===== src/rtl/seg_display_arbiter.sv =====
`default_nettype none
`timescale 1ns/1ps
// ============================================================================
// Module   : seg_display_arbiter
// Function : Round-robin owner arbitration and anode scanning for a shared
//            four-digit multiplexed seven-segment display, three sources.
// Revision : 1.0 - initial release
// ============================================================================
module seg_display_arbiter #(
    parameter logic [16:0] REFRESH_DIV = 17'd50_000,
    parameter logic [15:0] SLOT_FRAMES = 16'd250
) (
    input  logic        clk,
    input  logic        rst_n,
    input  logic [2:0]  req,
    input  logic [31:0] disp0,
    input  logic [31:0] disp1,
    input  logic [31:0] disp2,
    output logic [2:0]  gnt,
    output logic        busy,
    output logic [3:0]  an,
    output logic [7:0]  seg
);

    typedef enum logic [1:0] {
        S_IDLE  = 2'd0,
        S_OWN   = 2'd1,
        S_BLANK = 2'd2
    } state_t;

    state_t      r_state;
    logic [16:0] r_refresh_cnt;
    logic [1:0]  r_digit_sel;
    logic [15:0] r_frame_cnt;
    logic [1:0]  r_last_owner;
    logic [2:0]  r_gnt;

    logic        w_tick;
    logic        w_frame_end;
    logic        w_owner_req;
    logic        w_other_req;
    logic [1:0]  w_c1;
    logic [1:0]  w_c2;
    logic [1:0]  w_pick;
    logic        w_pick_valid;
    logic [31:0] w_image;
    logic [7:0]  w_digit;

    function automatic logic [1:0] f_next(input logic [1:0] s);
        return (s == 2'd2) ? 2'd0 : s + 2'd1;
    endfunction

    function automatic logic [2:0] f_onehot(input logic [1:0] p);
        return 3'b001 << p;
    endfunction

    assign w_tick      = (r_refresh_cnt == REFRESH_DIV - 17'd1);
    assign w_frame_end = w_tick && (r_digit_sel == 2'd3);
    assign w_owner_req = |(req & r_gnt);
    assign w_other_req = |(req & ~r_gnt);
    assign w_c1        = f_next(r_last_owner);
    assign w_c2        = f_next(w_c1);

    // The previous owner is scanned last so a re-request never starves others.
    always_comb begin
        w_pick       = 2'd0;
        w_pick_valid = 1'b1;
        if (req[w_c1])
            w_pick = w_c1;
        else if (req[w_c2])
            w_pick = w_c2;
        else if (req[r_last_owner])
            w_pick = r_last_owner;
        else
            w_pick_valid = 1'b0;
    end

    always_ff @(posedge clk or negedge rst_n) begin
        if (!rst_n) begin
            r_refresh_cnt <= '0;
            r_digit_sel   <= '0;
        end else if (w_tick) begin
            r_refresh_cnt <= '0;
            r_digit_sel   <= r_digit_sel + 2'd1;
        end else begin
            r_refresh_cnt <= r_refresh_cnt + 17'd1;
        end
    end

    always_ff @(posedge clk or negedge rst_n) begin
        if (!rst_n) begin
            r_state      <= S_IDLE;
            r_gnt        <= '0;
            r_last_owner <= 2'd2;
            r_frame_cnt  <= '0;
        end else begin
            case (r_state)
                S_IDLE: begin
                    if (w_pick_valid) begin
                        r_state      <= S_OWN;
                        r_gnt        <= f_onehot(w_pick);
                        r_last_owner <= w_pick;
                        r_frame_cnt  <= '0;
                    end
                end
                S_OWN: begin
                    if (w_frame_end && (r_frame_cnt != SLOT_FRAMES))
                        r_frame_cnt <= r_frame_cnt + 16'd1;
                    if (!w_owner_req || ((r_frame_cnt == SLOT_FRAMES) && w_other_req)) begin
                        r_state <= S_BLANK;
                        r_gnt   <= '0;
                    end
                end
                S_BLANK: begin
                    // Blank lasts until the next digit slot boundary to avoid ghosting.
                    if (w_tick) begin
                        if (w_pick_valid) begin
                            r_state      <= S_OWN;
                            r_gnt        <= f_onehot(w_pick);
                            r_last_owner <= w_pick;
                            r_frame_cnt  <= '0;
                        end else begin
                            r_state <= S_IDLE;
                        end
                    end
                end
                default: begin
                    r_state <= S_IDLE;
                    r_gnt   <= '0;
                end
            endcase
        end
    end

    always_comb begin
        case (r_last_owner)
            2'd1:    w_image = disp1;
            2'd2:    w_image = disp2;
            default: w_image = disp0;
        endcase
    end

    always_comb begin
        case (r_digit_sel)
            2'd1:    w_digit = w_image[15:8];
            2'd2:    w_digit = w_image[23:16];
            2'd3:    w_digit = w_image[31:24];
            default: w_digit = w_image[7:0];
        endcase
    end

    always_comb begin
        an  = 4'hF;
        seg = 8'hFF;
        if (r_state == S_OWN) begin
            an  = ~(4'b0001 << r_digit_sel);
            seg = w_digit;
        end
    end

    assign gnt  = r_gnt;
    assign busy = (r_state != S_IDLE);

endmodule
`default_nettype wire


===== config.mk =====
export PLATFORM = sky130hd
export DESIGN_NAME = seg_display_arbiter
export DESIGN_NICKNAME = d
export VERILOG_FILES = /design/src/rtl/seg_display_arbiter.sv
export SDC_FILE = /design/constraint.sdc
export NUM_CORES = 1
export LEC_CHECK = 0
export ABC_CLOCK_PERIOD_IN_PS = 2400
export CELL_PAD_IN_SITES_DETAIL_PLACEMENT = 1
export CELL_PAD_IN_SITES_GLOBAL_PLACEMENT = 1
export CORE_MARGIN = 1.5
export CORE_UTILIZATION = 30
export DETAILED_ROUTE_END_ITERATION = 6
export GPL_TIMING_DRIVEN = 0
export PLACE_DENSITY = 0.76
export SETUP_SLACK_MARGIN = 0.4
export SYNTH_ARGS = -nofsm -noshare
export SYNTH_HDL_FRONTEND = slang
export SYNTH_SLANG_ARGS = --single-unit

===== constraint.sdc =====
create_clock -name clk -period 2.4 [get_ports clk]
set_input_delay 0.36 -clock clk [delete_from_list [all_inputs] [get_ports clk]]
set_output_delay 0.36 -clock clk [all_outputs]
set_load 0.01 [all_outputs]

== Word-level counts from Yosys, hierarchy flattened ==
Index checks and enable logic that the tools add are counted.

* Output and inout port bits: 16
* Bits of input ports: 101
* Word-level logic and storage cells: 85
* Flip-flop bits (word level): 42

* Bitwise gates (word level): 4
* Reductions and logical operators: 15
* Add/subtract/negate cells: 5
* Order comparisons: 3
* Shift operators: 2
* Mux-type cells: 35
* Equality and inequality tests: 15

{| class="wikitable"
|+ Operator list
! cell !! number
|-
| one-hot mux 32 bit (2 select lines) || 1
|-
| 2-to-1 mux 16 bit || 3
|-
| one-hot mux 16 bit (3 select lines) || 1
|-
| one-hot mux 8 bit (3 select lines) || 1
|-
| 2-to-1 mux 2 bit || 10
|-
| adder 17 x 1 -> 17 bit (second input constant) || 1
|-
| equality test 17 x 16 -> 1 bit (second input constant) || 1
|-
| 2-to-1 mux 17 bit || 1
|-
| adder 16 x 1 -> 16 bit (second input constant) || 1
|-
| equality test 16 x 8 -> 1 bit (second input constant) || 1
|-
| inequality test 16 x 8 -> 1 bit (second input constant) || 1
|-
| equality test 2 bit (second input constant) || 5
|-
| less-than comparator 2 x 3 -> 1 bit (second input constant) || 3
|-
| 2-to-1 mux 3 bit || 3
|-
| one-hot mux 3 bit (3 select lines) || 1
|-
| 2-to-1 mux 8 bit || 1
|-
| inequality test 2 bit (second input constant) || 4
|-
| 2-to-1 mux 1 bit || 7
|-
| adder 2 x 1 -> 2 bit (second input constant) || 3
|-
| bitwise AND 3 bit || 2
|-
| binary-select mux 1 bit (select 2 bit) || 3
|-
| equality test 2 x 1 -> 1 bit (second input constant) || 3
|-
| one-hot mux 2 bit (3 select lines) || 1
|-
| AND reduction 3 bit || 2
|-
| other kinds (14) || 19
|}

== Logic depth before layout (Yosys ltp) ==
* Word-level depth: 12
* Depth in mapped cells: 9
* Mapped depth without buffers: 8

== Least setup slack after synthesis ==
OpenSTA, ideal clock, no wires.

* Path type: reg-to-output
* From: register r_last_owner[1]
* To: output port seg[7]
* Path slack: 48 ps
* Data required time: 2040 ps
* Arrival: 1992 ps
* Stages on the path, launching flop included: 6
* Path buffers: 1
* Cell sequence: dfstp_2 > inv_1 > ha_1 > buf_1 > mux4_2 > nand2_1

* Word-level cells in the longest chain between the ends: 4
* Elaborated cells between the ends (all ways): 5
* Those cells by class: eq/ne: 2; mux: 3

{| class="wikitable"
|+ Ends and longest elaborated chain
! item !! RTL line !! text
|-
| start, declared || 35 || <nowiki>logic [1:0] r_last_owner;</nowiki>
|-
| start signal, assigned || 102 || <nowiki>r_last_owner <= w_pick;</nowiki>
|-
| start signal, assigned || 120 || <nowiki>r_last_owner <= w_pick;</nowiki>
|-
| equality test 2 bit / equality test 2 x 1 -> 1 bit (equally long branches) || 136 || <nowiki>case (r_last_owner)</nowiki>
|-
| one-hot mux 32 bit (2 select lines) * || 136 ||
|-
| one-hot mux 8 bit (3 select lines) * || 144 || <nowiki>case (r_digit_sel)</nowiki>
|-
| 2-to-1 mux 8 bit * || 155 || <nowiki>if (r_state == S_OWN) begin</nowiki>
|-
| end, declared || 22 || <nowiki>output logic [7:0] seg</nowiki>
|}

Every way passes the cells marked *; elsewhere a longest branch is shown, timed or not.

== Worst setup path in the final report ==
* From: register r_last_owner[1]
* To: output port seg[5]

Same word-level chain as after synthesis.

==> summary.md <==
| Metric | Value |
|---|---|
| Weighted congestion reported at the end of routability-driven placement | 0.846 |
| Detailed Place HPWL | 9080 um |
| Ratio of cells with drive above 1 in the final layout | 31.7% |
| Routed wire per std cell | 20.7 um |
| Area taken by flip-flops and latches | 1060 um2 |
| RSZ-0062 raised after global routing | true |
| Max_slew headroom | 60.8% |
| FMAX | 0.353 GHz |
| Horizontal extent of the die | 105 um |
| Maximum number of pins on one net before global-route repair | 37 |
| Buf/Inv on CP | 3 |
| Area used by multi-input combinational logic | 2230 um2 |
| CTS H-tree lvls | 2 |
| #FFs+latches synth | 42 |
| Measured slew at the worst slew-check pin | 0.583 ns |
| Setup crit start kind | flip-flop |
| CP Class | reg2out |
| Worst hold-check slack | 0.421 ns |
| Antenna violations before repair | 0 |
| Most used cells in the layout excluding fill and tap cells | sky130_fd_sc_hd__clkdlybuf4s50_1 (103), sky130_fd_sc_hd__buf_4 (37), sky130_fd_sc_hd__dfrtp_1 (37) |
| Vias per cell | 5.55 |
| Core Area | 10,300 um2 |
| DP Area | 4590 um2 |
| Most common library cell in the layout ignoring fill and taps | sky130_fd_sc_hd__clkdlybuf4s50_1 |
| Wire length of the first global-routing pass | 19,900 um |
| Dpl cells | 600 |
| Aggregate global-route resource usage | 22.7% |
| Biggest fanout along the worst timing path | 10 |
| Total stage count of the critical path | 8 |
| Wire length after detailed routing | 13,700 um |
| Instance count of the mapped netlist | 347 |
| Most common flop cell mapped by yosys | sky130_fd_sc_hd__dfrtp_1 |
| Height of the die | 105 um |
| Final count of pins violating max slew | 0 |
| Post-route non-filler standard cell count | 659 |
| PnR worst setup slack | -0.430 ns |
| Worst IR Drop VDD | 0.441 mV |
| Antenna fix cells | 0 |
| Post-synthesis cell area | 3150 um2 |
| Sinks on the clock net | 42 |
| Final Skew | 0.0106 ns |
| Mapped Nets | 460 |
| Leakage dissipation | 2.27 nW |
| DRC violation count after routing | 0 |
| Residual antenna-violating net count after detailed routing | 0 |
| Worst-skew pair later-pin latency | 0.31 ns |
| TritonCTS clock tree | yes |
| Arrival time at the worst endpoint | 2.47 ns |
| Final net count | 635 |
| Violated checks | negative setup slack |
| Pre-Repair DR Iteration Count | 5 |
| CP max stage delay | 0.58 ns |
| Post-synthesis to final-layout area growth | 75.0% |
| Path depth of the worst reg2reg path | 12 |
| Number of max-cap violations | 0 |
| Post-synth cell types | 51 |
| Cell type group with the largest total delay on the critical path | compound AO/OA/AOI/OAI gates |
| Master of the slowest instance on the critical path | sky130_fd_sc_hd__dfstp_2 |
| Final hold violation count | 0 |
| Class of the worst hold path | in2async |
| Vias in the first global route | 3,718 |
| Syn. warnings | 0 |
| First DRT Iteration DRCs | 264 |
| Initial core utilization | 30.7% |
| Port bufs | 116 |
| Worst Setup End Kind | output pin |
| Number of top-level pins | 117 |
| PwrDens | 772 nW/um2 |
| Clock slew at reported path FFs | 0.08 ns |
| Post-layout instance area | 5510 um2 |
| Total Die Area | 11,100 um2 |
| Average instance area after synthesis | 9.08 um2 |
| Clock tree root driver cell | sky130_fd_sc_hd__clkbuf_8 |
| GRT overflow | 0 |
| Post-route minimum period | 2.83 ns |
| Vias after detailed routing | 3,660 |
| Fraction of post-synthesis cell area in the top cell type by area | 32.6% |
| Top area cells in the synthesized netlist | sky130_fd_sc_hd__dfrtp_1 (33%), sky130_fd_sc_hd__a22o_1 (7.2%), sky130_fd_sc_hd__mux4_2 (5.7%) |
| FILL cells | 1,128 |
| Number of enable flip-flop cells after synthesis | 0 |
| Sequential share of the synthesized area | 33.4% |
| Part of the cycle the worst path needs | 118% |
| Critical Path, Cell by Cell | inv_4 > ha_4 > clkbuf_4 > a22o_1 > a222oi_1 > mux4_2 > nand2_2 > buf_6 |
| Status | finished, violations left |
| Asr flop ratio synth | 100% |
| Number of buffers added by the clock tree synthesis step | 5 |
| Maximum number of buffers from clock root to sink | 2 |
| Setup violation total in the final timing report | 25 |
| Row cnt | 37 |
| Post-Place Worst Slack | -0.702 ns |
| Cell type with the highest aggregate area in the netlist | sky130_fd_sc_hd__dfrtp_1 |
| Critical path data required time | 2.04 ns |
## registers in the layout, indices dropped and copies added (netlist names)
name	cells
r_digit_sel	2
r_frame_cnt	16
r_last_owner	2
r_state	2
gnt	3
r_refresh_cnt	17
## path summary, 6_finish.rpt
kind / start / end / slack, ns
min in group clk: r_refresh_cnt[0]$_DFF_PN0_ / r_refresh_cnt[0]$_DFF_PN0_ / 0.49
max in group asynchronous: rst_n / r_last_owner[1]$_DFFE_PN1P_ / 1.47
min: rst_n / r_refresh_cnt[9]$_DFF_PN0_ / 0.42
min reg2reg: r_refresh_cnt[0]$_DFF_PN0_ / r_refresh_cnt[0]$_DFF_PN0_ / 0.49
max: r_last_owner[1]$_DFFE_PN1P_ / seg[5] / -0.43
max reg2reg: r_last_owner[1]$_DFFE_PN1P_ / r_frame_cnt[8]$_DFFE_PN0P_ / -0.15
## cell usage after synthesis (4+ instances only)
cell / n
sky130_fd_sc_hd__dfrtp_1: 41
sky130_fd_sc_hd__o21ai_0: 26
sky130_fd_sc_hd__and2_1: 4
sky130_fd_sc_hd__a222oi_1: 16
sky130_fd_sc_hd__a22o_1: 26
sky130_fd_sc_hd__xor2_1: 6
sky130_fd_sc_hd__a21o_1: 6
sky130_fd_sc_hd__a22oi_1: 10
sky130_fd_sc_hd__nand4_1: 9
sky130_fd_sc_hd__nor3_1: 4
sky130_fd_sc_hd__and3_1: 9
sky130_fd_sc_hd__nand3_1: 8
sky130_fd_sc_hd__nor2_1: 26
sky130_fd_sc_hd__inv_1: 16
sky130_fd_sc_hd__ha_1: 12
sky130_fd_sc_hd__xnor2_1: 11
sky130_fd_sc_hd__nand2_1: 38
sky130_fd_sc_hd__mux4_2: 8
sky130_fd_sc_hd__o21ai_1: 8
sky130_fd_sc_hd__nor2b_1: 5
sky130_fd_sc_hd__clkbuf_1: 17
## timing repair
item / 4_1_cts / 5_1_grt
hold buffers: 1 / 0
hold endpoints to repair: 6 / 0
pin swaps: 34 / 25
setup buffers: 26 / 21
gates resized for setup: 116 / 55
cloned: 3 / 0
setup endpoints to repair: 45 / 45
## cell type report
cell class | instances | area share, %
Clock inverter | 2 | 0.681
Multi-Input combinational cell | 268 | 40.5
Timing Repair Buffer | 168 | 29.6
Tap cell | 136 | 3.09
Clock buffer | 6 | 1.32
Inverter | 16 | 1.20
Sequential cell | 42 | 19.2
Buffer | 21 | 4.47
## kinds of logic after synthesis
family / Yosys count / synth area share, %
AOI/OAI and AO/OA: 109 / 26.1
xor gates and xnor gates: 17 / 4.73
adders and majority gates: 12 / 4.77
buffers and inverters: 37 / 4.73
DFF: 42 / 33.4
muxes: 9 / 6.04
and+or+nand+nor: 121 / 20.3
## where the power goes
part	switching, mW	internal [mW]
sequential	0.101	0.781
clock	0.263	0.311
combinational	1.28	1.52
## per-layer routing
layer / up-vias / GRT usage, % / routed length, um
met4: 0 / 3.33 / 187
met1: 1835 / 27.0 / 5430
li1: 1666 / - / -
met2: 142 / 42.8 / 7170
met5: - / 0 / 0
met3: 17 / 4.58 / 874
## metrics by stage
stage          setup TNS, ns  power, mW  utilization, %
4_1_cts                -3.04       3.79            50.6
3_3_place_gp          -11.10       2.73            44.5
3_5_place_dp           -6.93       2.78            44.7
5_1_grt                -5.60       4.45            53.6
2_1_floorplan              0       2.08               -
6_report               -3.95       4.26            53.6
(Power assumes the default switching activity.)
